### config.mk
export PLATFORM = sky130hd
export DESIGN_NAME = mdl_timer_serial_flat
export DESIGN_NICKNAME = d
export VERILOG_FILES = /design/src/rtl/mdl_timer_serial_pkg.sv /design/src/rtl/mdl_timer_serial_if.sv /design/src/rtl/mdl_serial_addcmp.sv /design/src/rtl/mdl_timer_serial.sv /design/src/flat_wrapper.sv
export SDC_FILE = /design/constraint.sdc
export NUM_CORES = 1
export LEC_CHECK = 0
export BUFFER_PORTS_ARGS = -buffer_cell sky130_fd_sc_hd__buf_2
export CAP_MARGIN = 0
export CELL_PAD_IN_SITES_DETAIL_PLACEMENT = 0
export CELL_PAD_IN_SITES_GLOBAL_PLACEMENT = 1
export CORE_ASPECT_RATIO = 1.4
export CORE_MARGIN = 2
export CORE_UTILIZATION = 40
export DETAILED_ROUTE_END_ITERATION = 8
export GPL_TIMING_DRIVEN = 0
export PLACE_DENSITY_LB_ADDON = 0.1
export SLEW_MARGIN = 10
export SYNTH_ARGS = -nofsm -noshare
export SYNTH_HDL_FRONTEND = slang
export SYNTH_SLANG_ARGS = --single-unit
### constraint.sdc
create_clock -name i_MCLK -period 4.1 [get_ports i_MCLK]
set_clock_uncertainty 0.15 [all_clocks]
set_input_delay 0 -clock i_MCLK [delete_from_list [all_inputs] [get_ports i_MCLK]]
set_output_delay 0 -clock i_MCLK [all_outputs]
set_load 0.1 [all_outputs]
### src/rtl/mdl_timer_serial_pkg.sv
// Shared definitions for the bit-serial frame timer: mode encodings, slot
// counter sizing and the phase decode points within a frame.
package mdl_timer_serial_pkg;

    localparam logic MODE_ONESHOT = 1'b0;
    localparam logic MODE_RELOAD  = 1'b1;

    // Where a slot sits within the frame
    typedef enum logic [1:0] {
        PhShift,
        PhEval,
        PhIdle
    } phase_e;

    // Bits needed to hold slot numbers 0..frame-1
    function automatic int unsigned slot_width(input int unsigned frame);
        return (frame <= 2) ? 1 : $clog2(frame);
    endfunction

    // Last slot of the shift phase: the new count is complete after it
    function automatic int unsigned shift_end_slot(input int unsigned width);
        return width - 1;
    endfunction

    // First slot after the shift phase: match strobe and deferred latch
    function automatic int unsigned eval_slot(input int unsigned width);
        return width;
    endfunction

endpackage

### src/rtl/mdl_timer_serial_if.sv
// Control/status bundle of the serial timer. The sequencer side drives the
// requests and observes the flags; the timer implements the slave side.
interface mdl_timer_serial_if
    import mdl_timer_serial_pkg::*;
#(
    parameter int unsigned WIDTH = 12,
    parameter int unsigned FRAME = 20
) ();

    logic                           i_CLK2M_PCEN_n;
    logic                           i_FRAME_SYNC_n;
    logic                           i_CNT;
    logic                           i_CLR;
    logic                           i_MODE;
    logic [WIDTH-1:0]               i_TC;
    logic                           i_OUTLATCH_LD_n;
    logic                           o_TIMEOVER_n;
    logic                           o_MATCH_PULSE;
    logic                           o_SYNCERR;
    logic [WIDTH-1:0]               o_CNTREG;
    logic [slot_width(FRAME)-1:0]   o_SLOT;

    modport master (
        output i_CLK2M_PCEN_n, i_FRAME_SYNC_n, i_CNT, i_CLR, i_MODE, i_TC, i_OUTLATCH_LD_n,
        input  o_TIMEOVER_n, o_MATCH_PULSE, o_SYNCERR, o_CNTREG, o_SLOT
    );

    modport slave (
        input  i_CLK2M_PCEN_n, i_FRAME_SYNC_n, i_CNT, i_CLR, i_MODE, i_TC, i_OUTLATCH_LD_n,
        output o_TIMEOVER_n, o_MATCH_PULSE, o_SYNCERR, o_CNTREG, o_SLOT
    );

endinterface

### src/rtl/mdl_serial_addcmp.sv
// Serial full adder with carry flop plus a running equality accumulator.
// One counter bit is processed per enabled tick, LSB first.
module mdl_serial_addcmp (
    input  logic i_MCLK,
    input  logic i_RST_n,
    input  logic i_en,      // process one bit this tick
    input  logic i_first,   // bit 0: start with zero carry and a fresh equality
    input  logic i_clr,     // frame abort: drop carry and equality
    input  logic i_a,       // current counter bit
    input  logic i_cin,     // increment, only meaningful on bit 0
    input  logic i_zero,    // force the written bit to 0
    input  logic i_tc,      // terminal count bit at the same position
    output logic o_bit,     // bit written back to the counter
    output logic o_eq       // equality including this bit
);

    logic carry_q;
    logic eq_q;
    logic c_in;
    logic sum;
    logic c_next;

    // Full adder and equality for the bit in flight
    always_comb begin
        c_in   = i_first ? 1'b0 : carry_q;
        sum    = i_a ^ c_in ^ i_cin;
        c_next = (i_a & c_in) | (i_a & i_cin) | (c_in & i_cin);
        o_bit  = sum & ~i_zero;
        // Compare against the value actually written, i.e. the new count
        o_eq   = (i_first | eq_q) & ~(o_bit ^ i_tc);
    end

    // Carry and equality state between bits
    always_ff @(posedge i_MCLK or negedge i_RST_n) begin
        if (!i_RST_n) begin
            carry_q <= 1'b0;
            eq_q    <= 1'b0;
        end else if (i_clr) begin
            carry_q <= 1'b0;
            eq_q    <= 1'b0;
        end else if (i_en) begin
            carry_q <= c_next;
            eq_q    <= o_eq;
        end
    end

endmodule

### src/rtl/mdl_timer_serial.sv
// Bit-serial frame timer. The count lives in a shift register that rotates
// through one serial adder per frame; a terminal-count compare drives a
// sticky time-over (one-shot) or an automatic reload on the next frame.
module mdl_timer_serial
    import mdl_timer_serial_pkg::*;
#(
    parameter int unsigned WIDTH = 12,
    parameter int unsigned FRAME = 20
) (
    input  logic              i_MCLK,
    input  logic              i_RST_n,
    mdl_timer_serial_if.slave bus
);

    localparam int unsigned   SW             = slot_width(FRAME);
    localparam logic [SW-1:0] SLOT_SHIFT_END = SW'(shift_end_slot(WIDTH));
    localparam logic [SW-1:0] SLOT_EVAL      = SW'(eval_slot(WIDTH));
    localparam logic [SW-1:0] SLOT_LAST      = SW'(FRAME - 1);

    logic [SW-1:0]    slot_q;
    logic [WIDTH-1:0] cnt_q;
    logic [WIDTH-1:0] tc_sh_q;
    logic [WIDTH-1:0] cntreg_q;
    logic             cnt_sh_q;
    logic             clr_sh_q;
    logic             mode_sh_q;
    logic             timeover_q;
    logic             pulse_q;
    logic             syncerr_q;
    logic             pend_q;
    logic             reload_q;

    phase_e phase;
    logic   tick;
    logic   sync;
    logic   first;
    logic   in_shift;
    logic   shift_end;
    logic   at_eval;
    logic   abort;
    logic   shift_en;
    logic   cnt_eff;
    logic   clr_eff;
    logic   mode_eff;
    logic   tc_bit;
    logic   held;
    logic   cin;
    logic   zero_force;
    logic   wbit;
    logic   eq_next;
    logic   match;
    logic   latch_req;

    // Slot phase decode and per-tick control terms
    always_comb begin
        if (slot_q <= SLOT_SHIFT_END) begin
            phase = PhShift;
        end else if (slot_q == SLOT_EVAL) begin
            phase = PhEval;
        end else begin
            phase = PhIdle;
        end
        tick      = ~bus.i_CLK2M_PCEN_n;
        sync      = ~bus.i_FRAME_SYNC_n;
        latch_req = ~bus.i_OUTLATCH_LD_n;
        first     = (slot_q == '0);
        in_shift  = (phase == PhShift);
        at_eval   = (phase == PhEval);
        shift_end = (slot_q == SLOT_SHIFT_END);
        // Sync inside the shift phase (past bit 0) tears the frame down
        abort     = tick & sync & ~first & in_shift;
        // Sync on slot 0 only holds alignment; bit 0 runs on the following tick
        shift_en  = tick & in_shift & ~abort & ~(sync & first);
        // Slot 0 consumes the live requests; later bits use the shadows
        cnt_eff   = first ? bus.i_CNT  : cnt_sh_q;
        clr_eff   = first ? bus.i_CLR  : clr_sh_q;
        mode_eff  = first ? bus.i_MODE : mode_sh_q;
        tc_bit    = first ? bus.i_TC[0] : tc_sh_q[0];
        // One-shot stops incrementing once it has timed over, holding at TC
        held       = (mode_eff == MODE_ONESHOT) & timeover_q;
        cin        = first & cnt_eff & ~held;
        zero_force = clr_eff | ((mode_eff == MODE_RELOAD) & reload_q);
        match      = shift_en & shift_end & eq_next & ~clr_eff;
    end

    mdl_serial_addcmp u_addcmp (
        .i_MCLK  (i_MCLK),
        .i_RST_n (i_RST_n),
        .i_en    (shift_en),
        .i_first (first),
        .i_clr   (abort),
        .i_a     (cnt_q[0]),
        .i_cin   (cin),
        .i_zero  (zero_force),
        .i_tc    (tc_bit),
        .o_bit   (wbit),
        .o_eq    (eq_next)
    );

    // Slot sequencer, counter rotation, frame evaluation and output latch
    always_ff @(posedge i_MCLK or negedge i_RST_n) begin
        if (!i_RST_n) begin
            slot_q     <= '0;
            cnt_q      <= '0;
            tc_sh_q    <= '0;
            cntreg_q   <= '0;
            cnt_sh_q   <= 1'b0;
            clr_sh_q   <= 1'b0;
            mode_sh_q  <= MODE_ONESHOT;
            timeover_q <= 1'b0;
            pulse_q    <= 1'b0;
            syncerr_q  <= 1'b0;
            pend_q     <= 1'b0;
            reload_q   <= 1'b0;
        end else if (tick) begin
            if (sync || slot_q == SLOT_LAST) begin
                slot_q <= '0;
            end else begin
                slot_q <= slot_q + SW'(1);
            end

            pulse_q <= 1'b0;

            if (abort) begin
                cnt_q     <= '0;
                syncerr_q <= 1'b1;
            end else if (shift_en) begin
                cnt_q <= {wbit, cnt_q[WIDTH-1:1]};
                if (first) begin
                    tc_sh_q   <= bus.i_TC >> 1;
                    cnt_sh_q  <= bus.i_CNT;
                    clr_sh_q  <= bus.i_CLR;
                    mode_sh_q <= bus.i_MODE;
                end else begin
                    tc_sh_q <= tc_sh_q >> 1;
                end
                if (shift_end) begin
                    if (clr_eff) begin
                        timeover_q <= 1'b0;
                        syncerr_q  <= 1'b0;
                        reload_q   <= 1'b0;
                    end else begin
                        reload_q <= match & (mode_eff == MODE_RELOAD);
                        // A held one-shot keeps matching but strobes only once
                        pulse_q  <= match & ~held;
                        if (match && mode_eff == MODE_ONESHOT) begin
                            timeover_q <= 1'b1;
                        end
                    end
                end
            end

            // Loads during the shift phase wait for the finished count
            if (!in_shift && (latch_req || (pend_q && at_eval))) begin
                cntreg_q <= cnt_q;
                pend_q   <= 1'b0;
            end else if (in_shift && latch_req) begin
                pend_q <= 1'b1;
            end
        end
    end

    assign bus.o_TIMEOVER_n  = ~timeover_q;
    assign bus.o_MATCH_PULSE = pulse_q;
    assign bus.o_SYNCERR     = syncerr_q;
    assign bus.o_CNTREG      = cntreg_q;
    assign bus.o_SLOT        = slot_q;

endmodule

### src/flat_wrapper.sv
// flat-port wrapper written by rule: the top's interface ports become plain ports
module mdl_timer_serial_flat import mdl_timer_serial_pkg::*;
#(
    parameter int unsigned WIDTH = 12,
    parameter int unsigned FRAME = 20
)
  (i_MCLK, i_RST_n, bus_i_CLK2M_PCEN_n, bus_i_FRAME_SYNC_n, bus_i_CNT, bus_i_CLR, bus_i_MODE, bus_i_TC, bus_i_OUTLATCH_LD_n, bus_o_TIMEOVER_n, bus_o_MATCH_PULSE, bus_o_SYNCERR, bus_o_CNTREG, bus_o_SLOT);
  mdl_timer_serial_if #(.WIDTH(WIDTH), .FRAME(FRAME)) bus_i ();
  input  logic i_MCLK;
  input  logic i_RST_n;
  input wire logic [$bits(bus_i.i_CLK2M_PCEN_n)-1:0] bus_i_CLK2M_PCEN_n;
  input wire logic [$bits(bus_i.i_FRAME_SYNC_n)-1:0] bus_i_FRAME_SYNC_n;
  input wire logic [$bits(bus_i.i_CNT)-1:0] bus_i_CNT;
  input wire logic [$bits(bus_i.i_CLR)-1:0] bus_i_CLR;
  input wire logic [$bits(bus_i.i_MODE)-1:0] bus_i_MODE;
  input wire logic [$bits(bus_i.i_TC)-1:0] bus_i_TC;
  input wire logic [$bits(bus_i.i_OUTLATCH_LD_n)-1:0] bus_i_OUTLATCH_LD_n;
  output wire logic [$bits(bus_i.o_TIMEOVER_n)-1:0] bus_o_TIMEOVER_n;
  output wire logic [$bits(bus_i.o_MATCH_PULSE)-1:0] bus_o_MATCH_PULSE;
  output wire logic [$bits(bus_i.o_SYNCERR)-1:0] bus_o_SYNCERR;
  output wire logic [$bits(bus_i.o_CNTREG)-1:0] bus_o_CNTREG;
  output wire logic [$bits(bus_i.o_SLOT)-1:0] bus_o_SLOT;
  assign bus_i.i_CLK2M_PCEN_n = bus_i_CLK2M_PCEN_n;
  assign bus_i.i_FRAME_SYNC_n = bus_i_FRAME_SYNC_n;
  assign bus_i.i_CNT = bus_i_CNT;
  assign bus_i.i_CLR = bus_i_CLR;
  assign bus_i.i_MODE = bus_i_MODE;
  assign bus_i.i_TC = bus_i_TC;
  assign bus_i.i_OUTLATCH_LD_n = bus_i_OUTLATCH_LD_n;
  assign bus_o_TIMEOVER_n = bus_i.o_TIMEOVER_n;
  assign bus_o_MATCH_PULSE = bus_i.o_MATCH_PULSE;
  assign bus_o_SYNCERR = bus_i.o_SYNCERR;
  assign bus_o_CNTREG = bus_i.o_CNTREG;
  assign bus_o_SLOT = bus_i.o_SLOT;
  mdl_timer_serial #(.WIDTH(WIDTH), .FRAME(FRAME)) u_core (.i_MCLK(i_MCLK), .i_RST_n(i_RST_n), .bus(bus_i));
endmodule
==> results.sh, run 1 <==
export IMPL_critPathLaunchType="flip-flop"
export IMPL_finalSetupViolCount=0
export IMPL_hold_class="input pin to async pin"
export IMPL_cts_root_buf="clkbuf_8"
export IMPL_clk_pin_slew_worst_paths_ns=0.10
export IMPL_ios=40
export IMPL_synth_edf_count=0
export IMPL_antenna_found_initial=0
export IMPL_dieArea_sq_mm=0.00627
export IMPL_rrSetupSlack_ns=0.89
export IMPL_fillers=533
export IMPL_vias=1729
export IMPL_gp_congestion=0.754
export IMPL_rr_worst_depth=12
export IMPL_clk_latency_ns=0.30
export IMPL_synth_area_top_cells="dfrtp_1 54%, a22o_1 6.2%, mux2i_1 5.8%, mux2_1 5.0%, o21ai_0 3.5%"
export IMPL_syn_to_final_growth_pct=24.6
export IMPL_cts_htree_levels=2
export IMPL_rr_startpoint="u_core.bus.o_SLOT[0]"
export IMPL_cts_tree="done"
export IMPL_port_buffers=38
export IMPL_netlist_area_sq_mm=0.00226
export IMPL_drive_above_1_share=0.241
export IMPL_rsz0062_at_grt="no"
export IMPL_core_area_sq_mm=0.00549
export IMPL_synth_commonest_cells="49 x dfrtp_1, 17 x nand2_1, 16 x a22o_1, 16 x o21ai_0, 13 x mux2i_1"
export IMPL_fin_tns_setup_ns=0
export IMPL_max_cap_violations=0
export IMPL_grt_pass1_wl_um=8080
export IMPL_synthDistinctLibCells=39
export IMPL_fmax_mhz=311
export IMPL_run_status="complete, no violations"
export IMPL_final_core_util=0.513
export IMPL_synth_top_cell_by_area="dfrtp_1"
export IMPL_wl_per_cell_um=14.3
export IMPL_worstPathArrival_ns=3.26
export IMPL_peakVddDrop_uv=237
export IMPL_ant_nets=0
export IMPL_tightest_slew_ns=0.486
export IMPL_critical_path_required_ns=4.15
export IMPL_synth_most_common_cell="dfrtp_1"
export IMPL_rr_endpoint="u_core.bus.o_MATCH_PULSE"
export IMPL_finalCriticalPeriod_ns=3.21
export IMPL_powerDensity_mw_per_mm2=376
export IMPL_p_leak_nw=1.42
export IMPL_initial_utilization=0.412
export IMPL_async_flop_share=1.00
export IMPL_finalNetCount=279
export IMPL_syn_instance_count=193
export IMPL_fp_dieW_um=67.5
export IMPL_grt_start_max_net_pins=50
export IMPL_synth_seq_cells=49
export IMPL_grt_pass1_vias=1759
export IMPL_setup_ws_ns=0.889
export IMPL_synth_avg_cell_area_sq_um=11.7
export IMPL_slew_headroom=0.676
export IMPL_cts_sinks=49
export IMPL_grt_overflow_total=0
export IMPL_dpl_hpwl_um=3290
export IMPL_ys_flop_type="dfrtp_1"
export IMPL_grtUsageTotal=0.168
export IMPL_worst_setup_path_end_kind="flip-flop"
export IMPL_die_h_um=92.9
export IMPL_drt_iter0_drc=70
export IMPL_synth_fp_nets=216
export IMPL_worst_path_max_fanout=10
export IMPL_yosys_warnings=0
export IMPL_routed_wl_um=4640
export IMPL_remaining_drc_errors=0
export IMPL_crit_type="flip-flop to flip-flop"
export IMPL_hold_viol_final=0
export IMPL_dr_pass1_iters=4
export IMPL_n_antenna_cell=0
export IMPL_timing_final_max_slew_violations=0
export IMPL_cts_buffers=5
export IMPL_ys_seq_area_frac=0.543
export IMPL_cts_setup_buffers=0
export IMPL_clockBufferDepth=2
export IMPL_place_ws_ns=0.885
export IMPL_num_rows=32
export IMPL_synth_top_area_frac=0.543
export IMPL_period_share=0.783
export IMPL_vias_per_cell=5.32
==> area by class of cell <==
type / count / area [sq um] / area share
Buffer: 10 / 65.1 / 0.0231
Clock buffer: 5 / 68.8 / 0.0245
Inverter: 10 / 37.5 / 0.0133
Tap cell: 68 / 85.1 / 0.0302
Sequential cell: 49 / 1230 / 0.436
Timing Repair Buffer: 56 / 380 / 0.135
Multi-Input combinational cell: 124 / 930 / 0.330
Clock inverter: 3 / 21.3 / 0.00756
==> registers in the layout, indices dropped and copies added (netlist names), 5 cells and up <==
signal and count:
u_core.bus.o_CNTREG 12, u_core.cnt_q 12, u_core.tc_sh_q 11, u_core.bus.o_SLOT 5
==> metrics by stage <==
| step | total power, mW | area [sq um] | hold WS, ns | cells |
|---|---|---|---|---|
| 6_report | 1.06 | 2810 | 0.0254 | 325 |
| 5_1_grt | 1.12 | 2810 | 0.0679 | 325 |
| 4_1_cts | 1.07 | 2790 | 0.0444 | 324 |
| 3_5_place_dp | 0.768 | 2530 | 0.0820 | 299 |
| 3_3_place_gp | 0.761 | 2530 | 0.0778 | 299 |
| 2_1_floorplan | 0.708 | 2260 | -0.446 | 193 |
==> worst max-delay path: stages (launching register included) <==
cell      delay (ns)
dfrtp_1         0.45
inv_1           0.08
ha_1            0.17
nor4b_2         0.24
buf_4           0.24
buf_4           0.23
nor2b_1         0.08
fa_1            0.53
inv_1           0.06
a211oi_1        0.26
xor2_1          0.27
nor3_1          0.11
a32o_1          0.25
==> placed cells by master, fill, tap and decap left out, types with 2 or more instances in the layout <==
| master | count |
|---|---|
| buf_4 | 3 |
| clkbuf_1 | 4 |
| dfrtp_1 | 49 |
| nor2_1 | 4 |
| a32o_1 | 2 |
| nand2b_1 | 2 |
| nand2_1 | 17 |
| ha_1 | 2 |
| buf_6 | 2 |
| a211oi_1 | 2 |
| and3_1 | 2 |
| buf_2 | 39 |
| a21o_1 | 2 |
| dlygate4sd3_1 | 17 |
| nand3_1 | 6 |
| o32ai_1 | 2 |
| mux2_2 | 4 |
| mux2i_1 | 13 |
| o2bb2ai_1 | 2 |
| a22o_1 | 16 |
| mux2_1 | 10 |
| a21oi_1 | 4 |
| xor2_1 | 2 |
| clkbuf_8 | 5 |
| o21ai_0 | 16 |
| inv_1 | 9 |
| nor3_1 | 3 |
==> per-layer routing <==
layer	track usage	up-vias	wire length [um]
li1	-	815	-
met1	0.194	876	1960
met2	0.301	32	2470
met3	0.0304	6	147
met4	0.0561	0	68
met5	0	-	0
==> report_power, final <==
part	total [mW]	switching [mW]	internal, mW
clock network	0.288	0.167	0.121
registers	0.557	0.0320	0.525
logic	0.212	0.124	0.0885
==> kinds of logic after synthesis <==
group	synth area share
muxes	0.127
xor gates and xnor gates	0.00776
AOI/OAI and AO/OA	0.157
DFF	0.543
adders and majority gates	0.0199
and+or+nand+nor	0.0997
buffers and inverters	0.0454
==> repair_timing <==
action | CTS | global route
hold endpoints to repair | 66 | 0
gates resized for setup | 0 | 0
hold buffers | 17 | 0
==> how the worst max path moves through the flow <==
| stage | end | start | cells past startpoint | slack (ns) |
|---|---|---|---|---|
| floorplan | u_core.bus.o_MATCH_PULSE | u_core.bus.o_SLOT[0] | 12 | 0.70 |
| CTS | u_core.bus.o_MATCH_PULSE | u_core.bus.o_SLOT[0] | 12 | 0.86 |
| detailed placement | u_core.bus.o_MATCH_PULSE | u_core.bus.o_SLOT[0] | 12 | 0.88 |
| global placement | u_core.bus.o_MATCH_PULSE | u_core.bus.o_SLOT[0] | 12 | 0.91 |
| global route | u_core.bus.o_MATCH_PULSE | u_core.bus.o_SLOT[0] | 12 | 0.59 |
| finish | u_core.bus.o_MATCH_PULSE | u_core.bus.o_SLOT[0] | 12 | 0.89 |
Note: power is estimated with default switching activity, not from simulation.
==> run 2: changes to the inputs <==
--- a/config.mk
+++ b/config.mk
@@ -11,7 +11,7 @@
 export CELL_PAD_IN_SITES_GLOBAL_PLACEMENT = 1
 export CORE_ASPECT_RATIO = 1.4
 export CORE_MARGIN = 2
-export CORE_UTILIZATION = 40
+export CORE_UTILIZATION = 39
 export DETAILED_ROUTE_END_ITERATION = 8
 export GPL_TIMING_DRIVEN = 0
 export PLACE_DENSITY_LB_ADDON = 0.1
==> constraint.sdc (replaced) <==
create_clock -name i_MCLK -period 2.95 [get_ports i_MCLK]
set_clock_uncertainty 0.15 [all_clocks]
set_input_delay 0 -clock i_MCLK [delete_from_list [all_inputs] [get_ports i_MCLK]]
set_output_delay 0 -clock i_MCLK [all_outputs]
set_load 0.1 [all_outputs]
==> run 2 against run 1 <==
Count of clock-buffer cells in the layout increased by 1. Flip-flop and latch count unchanged. Fmax increased by 11%. Core utilization increased by 2.4 points. Design area increased by 6.3%. Critical path depth unchanged. Cell count increased by 3.4%. First-iteration DRC count decreased by 24%. Via count increased by 0.29%. Hold slack improved by 0.017 ns. Clock power increased by 78%. Combinational power increased by 78%. Largest power group unchanged. Highest routed layer unchanged.
==> results.sh, run 2 (same netlist as run 1, synthesis figures left out) <==
export IMPL_run_status="complete, no violations"
export IMPL_dpl_hpwl_um=3200
export IMPL_p_comb_frac=0.226
export IMPL_syn_to_final_growth_pct=32.4
export IMPL_layout_common_cells="44 x dfrtp_1, 38 x buf_2, 17 x nand2_1, 17 x dlygate4sd3_1"
export IMPL_fp_dieW_um=68.3
export IMPL_finalCriticalPeriod_ns=2.89
export IMPL_setup_ws_ns=0.0646
export IMPL_clk_pin_slew_worst_paths_ns=0.10
export IMPL_die_h_um=94.0
export IMPL_initial_utilization=0.406
export IMPL_peakVddDrop_uv=385
export IMPL_ios=40
export IMPL_dr_pass1_iters=4
export IMPL_crit_type="flip-flop to flip-flop"
export IMPL_port_buffers=38
export IMPL_rrSetupSlack_ns=0.06
export IMPL_grt_pass1_vias=1685
export IMPL_vias_per_cell=5.16
export IMPL_placed_area_sq_mm=0.00256
export IMPL_netSwitchingFraction=0.283
export IMPL_min_path_cells=2
export IMPL_worstPathArrival_ns=2.93
export IMPL_grt_start_max_net_pins=50
export IMPL_gp_congestion=0.655
export IMPL_fillers=513
export IMPL_max_cap_violations=0
export IMPL_p_int_mw=1.20
export IMPL_clk_latency_ns=0.30
export IMPL_final_core_util=0.537
export IMPL_worst_hold_startpoint="bus_i_FRAME_SYNC_n"
export IMPL_drt_iter0_drc=53
export IMPL_drive_above_1_share=0.321
export IMPL_final_common_cell="dfrtp_1"
export IMPL_grt_overflow_total=0
export IMPL_core_area_sq_mm=0.00557
export IMPL_cts_buffers=5
export IMPL_post_route_cell_area_sq_mm=0.00299
export IMPL_n_antenna_cell=0
export IMPL_p_leak_nw=1.49
export IMPL_cts_htree_levels=2
export IMPL_grt_pass1_wl_um=7990
export IMPL_tightest_slew_ns=0.612
export IMPL_seqPwrFrac=0.466
export IMPL_routed_wl_um=4750
export IMPL_ant_nets=0
export IMPL_cts_sinks=49
export IMPL_worst_setup_path_end_kind="flip-flop"
export IMPL_critical_path_required_ns=3.00
export IMPL_wl_per_cell_um=14.1
export IMPL_period_share=0.978
export IMPL_powerDensity_mw_per_mm2=557
export IMPL_remaining_drc_errors=0
export IMPL_cts_root_buf="clkbuf_8"
export IMPL_rr_worst_depth=12
export IMPL_finalNetCount=290
export IMPL_fmax_mhz=347
export IMPL_finalSetupViolCount=0
export IMPL_cts_tree="done"
export IMPL_rr_endpoint="u_core.bus.o_MATCH_PULSE"
export IMPL_critPathLaunchType="flip-flop"
export IMPL_hold_viol_final=0
export IMPL_timing_final_max_slew_violations=0
export IMPL_dieArea_sq_mm=0.00642
export IMPL_rr_startpoint="u_core.bus.o_SLOT[0]"
export IMPL_rsz0062_at_grt="yes"
export IMPL_antenna_found_initial=0
export IMPL_switchingPower_uw=471
export IMPL_place_ws_ns=-0.0810
export IMPL_hold_class="input pin to flip-flop"
export IMPL_min_to="u_core.bus.o_SLOT[4]"
export IMPL_worst_path_max_fanout=4
export IMPL_slew_headroom=0.592
export IMPL_num_rows=32
export IMPL_vias=1734
export IMPL_power_share_clock=0.308
export IMPL_grtUsageTotal=0.165
export IMPL_clockBufferDepth=2
[run 2: cell types whose count changed in the layout (fill, tap and decap cells not counted), sizes merged]
| cell | change |
|---|---|
| clkinvlp | -1 |
| clkbuf | +1 |
| clkinv | -1 |
| bufinv | +1 |
| buf | +11 |
[run 2: timing repair]
item,in CTS,in global routing
hold endpoints to repair,66,0
resized for setup,0,9
endpoints found under the setup margin,4,4
cloned,0,0
hold buffers,17,0
pin swaps,1,8
setup buffers,5,7
[run 2: worst max path at each step]
| stage | startpoint | endpoint | slack, ns |
|---|---|---|---|
| floorplan | u_core.bus.o_SLOT[1] | u_core.bus.o_MATCH_PULSE | 0.007 |
| global placement | u_core.bus.o_SLOT[1] | u_core.bus.o_MATCH_PULSE | -0.10 |
| global route | u_core.bus.o_SLOT[0] | u_core.bus.o_MATCH_PULSE | -0.10 |
| detailed placement | u_core.bus.o_SLOT[1] | u_core.bus.o_MATCH_PULSE | -0.08 |
| CTS | u_core.bus.o_SLOT[1] | u_core.bus.o_MATCH_PULSE | 0.03 |
| finish | u_core.bus.o_SLOT[0] | u_core.bus.o_MATCH_PULSE | 0.06 |
[run 2: stage by stage]
step	std cells	setup TNS (ns)	hold slack, ns	power, mW
2_1_floorplan	193	0	-0.446	0.998
4_1_cts	329	0	0.0400	1.64
5_1_grt	336	-0.300	0.0886	1.76
3_3_place_gp	299	-0.179	0.0798	1.08
3_5_place_dp	299	-0.157	0.0756	1.08
6_report	336	0	0.0419	1.67
[run 2: worst max-delay path: stages (launching register included)]
cell and delay (ns):
dfrtp_4 0.50, inv_4 0.07, ha_4 0.12, nor4b_4 0.18
buf_4 0.17, buf_12 0.10, nor2b_4 0.03, fa_1 0.56
inv_2 0.06, a211oi_2 0.21, xor2_1 0.25, nor3_1 0.11
a32o_1 0.25
[run 2: area by class of cell]
class	count	area (sq um)	share of cell area
Sequential cell	49	1240	0.415
Multi-Input combinational cell	124	971	0.325
Timing Repair Buffer	67	453	0.151
Tap cell	68	85.1	0.0285
Clock buffer	6	82.6	0.0276
Buffer	10	77.6	0.0259
Clock inverter	2	41.3	0.0138
Inverter	10	40.0	0.0134
[run 2: per-layer routing]
layer  vias to the layer above  wire (um)  global-route usage
met5                         -          0                   0
met4                         0         65              0.0550
met3                         6        139              0.0324
met2                        33       2460               0.280
met1                       855       2080               0.206
li1                        840          -                   -
[run 2: power groups by stage]
| stage | Clock (mW) | Sequential [mW] | Combinational, mW |
|---|---|---|---|
| 2_1_floorplan | 0 | 0.817 | 0.181 |
| 3_3_place_gp | 0 | 0.791 | 0.288 |
| 3_5_place_dp | 0 | 0.792 | 0.288 |
| 4_1_cts | 0.532 | 0.774 | 0.333 |
| 5_1_grt | 0.562 | 0.786 | 0.416 |
| 6_report | 0.514 | 0.776 | 0.377 |
==> run 3: changes to the inputs <==
--- a/config.mk
+++ b/config.mk
@@ -14,6 +14,7 @@
 export CORE_UTILIZATION = 39
 export DETAILED_ROUTE_END_ITERATION = 8
 export GPL_TIMING_DRIVEN = 0
+export HOLD_SLACK_MARGIN = 0.06
 export PLACE_DENSITY_LB_ADDON = 0.1
 export SLEW_MARGIN = 10
 export SYNTH_ARGS = -nofsm -noshare
==> run 3 against run 2 <==
Design area is 0.33% higher. Die area unchanged. Core utilization up 0.18 points. Highest routed layer unchanged.
==> results.sh, run 3 (same netlist as run 1, synthesis figures left out) <==
export IMPL_antenna_found_initial=0
export IMPL_timing_final_max_slew_violations=0
export IMPL_dieArea_sq_mm=0.00642
export IMPL_grt_start_max_net_pins=50
export IMPL_critical_path_required_ns=2.99
export IMPL_remaining_drc_errors=0
export IMPL_cts_htree_levels=2
export IMPL_seqPwrFrac=0.466
export IMPL_grt_pass1_vias=1685
export IMPL_ios=40
export IMPL_placed_area_sq_mm=0.00256
export IMPL_initial_utilization=0.406
export IMPL_peakVddDrop_uv=384
export IMPL_num_rows=32
export IMPL_dr_pass1_iters=4
export IMPL_wl_per_cell_um=14.1
export IMPL_cts_sinks=49
export IMPL_core_area_sq_mm=0.00557
export IMPL_cts_buffers=5
export IMPL_routed_wl_um=4750
export IMPL_rr_worst_depth=12
export IMPL_post_route_cell_area_sq_mm=0.00300
export IMPL_dpl_hpwl_um=3200
export IMPL_tightest_slew_ns=0.612
export IMPL_p_leak_nw=1.50
export IMPL_die_h_um=94.0
export IMPL_p_comb_frac=0.227
export IMPL_powerDensity_mw_per_mm2=555
export IMPL_clk_pin_slew_worst_paths_ns=0.10
export IMPL_finalNetCount=291
export IMPL_critPathLaunchType="flip-flop"
export IMPL_n_antenna_cell=0
export IMPL_switchingPower_uw=470
export IMPL_drt_iter0_drc=47
export IMPL_p_total_mw=1.67
export IMPL_max_cap_violations=0
export IMPL_rsz0062_at_grt="yes"
export IMPL_finalSetupViolCount=0
export IMPL_cts_tree="done"
export IMPL_multi_input_area_sq_um=971
export IMPL_power_share_clock=0.308
export IMPL_worst_path_max_fanout=4
export IMPL_final_core_util=0.539
export IMPL_slew_headroom=0.592
export IMPL_worstPathArrival_ns=2.93
export IMPL_drive_above_1_share=0.320
export IMPL_crit_type="flip-flop to flip-flop"
export IMPL_grt_pass1_wl_um=7990
export IMPL_seqCellArea_sq_mm=0.00124
export IMPL_vias=1733
export IMPL_grt_overflow_total=0
export IMPL_fillers=512
export IMPL_cts_root_buf="clkbuf_8"
export IMPL_netSwitchingFraction=0.282
export IMPL_clockBufferDepth=2
export IMPL_syn_to_final_growth_pct=32.9
export IMPL_layout_common_cells="44 x dfrtp_1, 38 x buf_2, 18 x dlygate4sd3_1, 17 x nand2_1"
export IMPL_fin_tns_setup_ns=0
export IMPL_final_common_cell="dfrtp_1"
export IMPL_fmax_mhz=347
export IMPL_finalCriticalPeriod_ns=2.88
export IMPL_hold_class="input pin to async pin"
export IMPL_fp_dieW_um=68.3
export IMPL_p_int_mw=1.20
export IMPL_clk_latency_ns=0.30
export IMPL_hold_viol_final=0
export IMPL_grtUsageTotal=0.165
export IMPL_holdWs_ns=0.0994
export IMPL_worst_setup_path_end_kind="flip-flop"
export IMPL_run_status="complete, no violations"
export IMPL_gp_congestion=0.655
export IMPL_port_buffers=38
export IMPL_period_share=0.977
export IMPL_vias_per_cell=5.14
export IMPL_ant_nets=0
## run 3: cell count changes in the layout (fill, tap and decap cells not counted), sizes merged
cell	before	now
dlygate4sd3	17	18
## run 3: power by group through the flow
stage | registers, mW | logic (mW) | clock network [mW]
after floorplan | 0.817 | 0.181 | 0
after global routing | 0.786 | 0.418 | 0.562
after detailed placement | 0.792 | 0.288 | 0
after CTS | 0.774 | 0.334 | 0.532
final | 0.776 | 0.378 | 0.512
after global placement | 0.791 | 0.288 | 0
## run 3: area by class of cell
class,count,area share
Clock inverter,2,0.0138
Timing Repair Buffer,68,0.154
Clock buffer,6,0.0275
Sequential cell,49,0.413
Inverter,10,0.0133
Buffer,10,0.0259
Tap cell,68,0.0284
Multi-Input combinational cell,124,0.324
## run 3: repair_timing
item                       in CTS  in global routing
pin swaps                       1                  8
hold buffers                   18                  0
setup endpoints to repair       4                  4
gates resized for setup         0                  9
setup buffers                   5                  7
hold endpoints to repair       68                  0
## run 3: metal layers
layer | global-route usage | vias to the layer above | routed length, um
met2 | 0.280 | 30 | 2460
li1 | - | 843 | -
met1 | 0.206 | 855 | 2090
met3 | 0.0324 | 5 | 135
met5 | 0 | - | 0
met4 | 0.0550 | 0 | 59
## run 3: worst max-delay path, stage by stage, from the launching register on
cell	delay, ns
dfrtp_4	0.50
inv_4	0.07
ha_4	0.12
nor4b_4	0.17
buf_4	0.17
buf_12	0.10
nor2b_4	0.03
fa_1	0.56
inv_2	0.06
a211oi_2	0.21
xor2_1	0.25
nor3_1	0.11
a32o_1	0.25
## run 3: metrics by stage
step / std cells / worst slack (ns)
finish: 337 / 0.0671
global placement: 299 / -0.101
CTS: 330 / 0.0332
detailed placement: 299 / -0.0810
global route: 337 / -0.101
floorplan: 193 / 0.00695
## run 3: path summary, 6_finish.rpt
check                                           from  slack [ns]                       end
worst min register to register    u_core.tc_sh_q[10]        0.33        u_core.tc_sh_q[10]
worst max-delay path            u_core.bus.o_SLOT[0]        0.07  u_core.bus.o_MATCH_PULSE
max in group asynchronous                    i_RST_n        2.10      u_core.bus.o_SLOT[0]
min in group i_MCLK                        bus_i_CNT        0.23   u_core.u_addcmp.carry_q
worst max register to register  u_core.bus.o_SLOT[0]        0.07  u_core.bus.o_MATCH_PULSE
worst min-delay path                         i_RST_n         0.1      u_core.bus.o_SLOT[1]
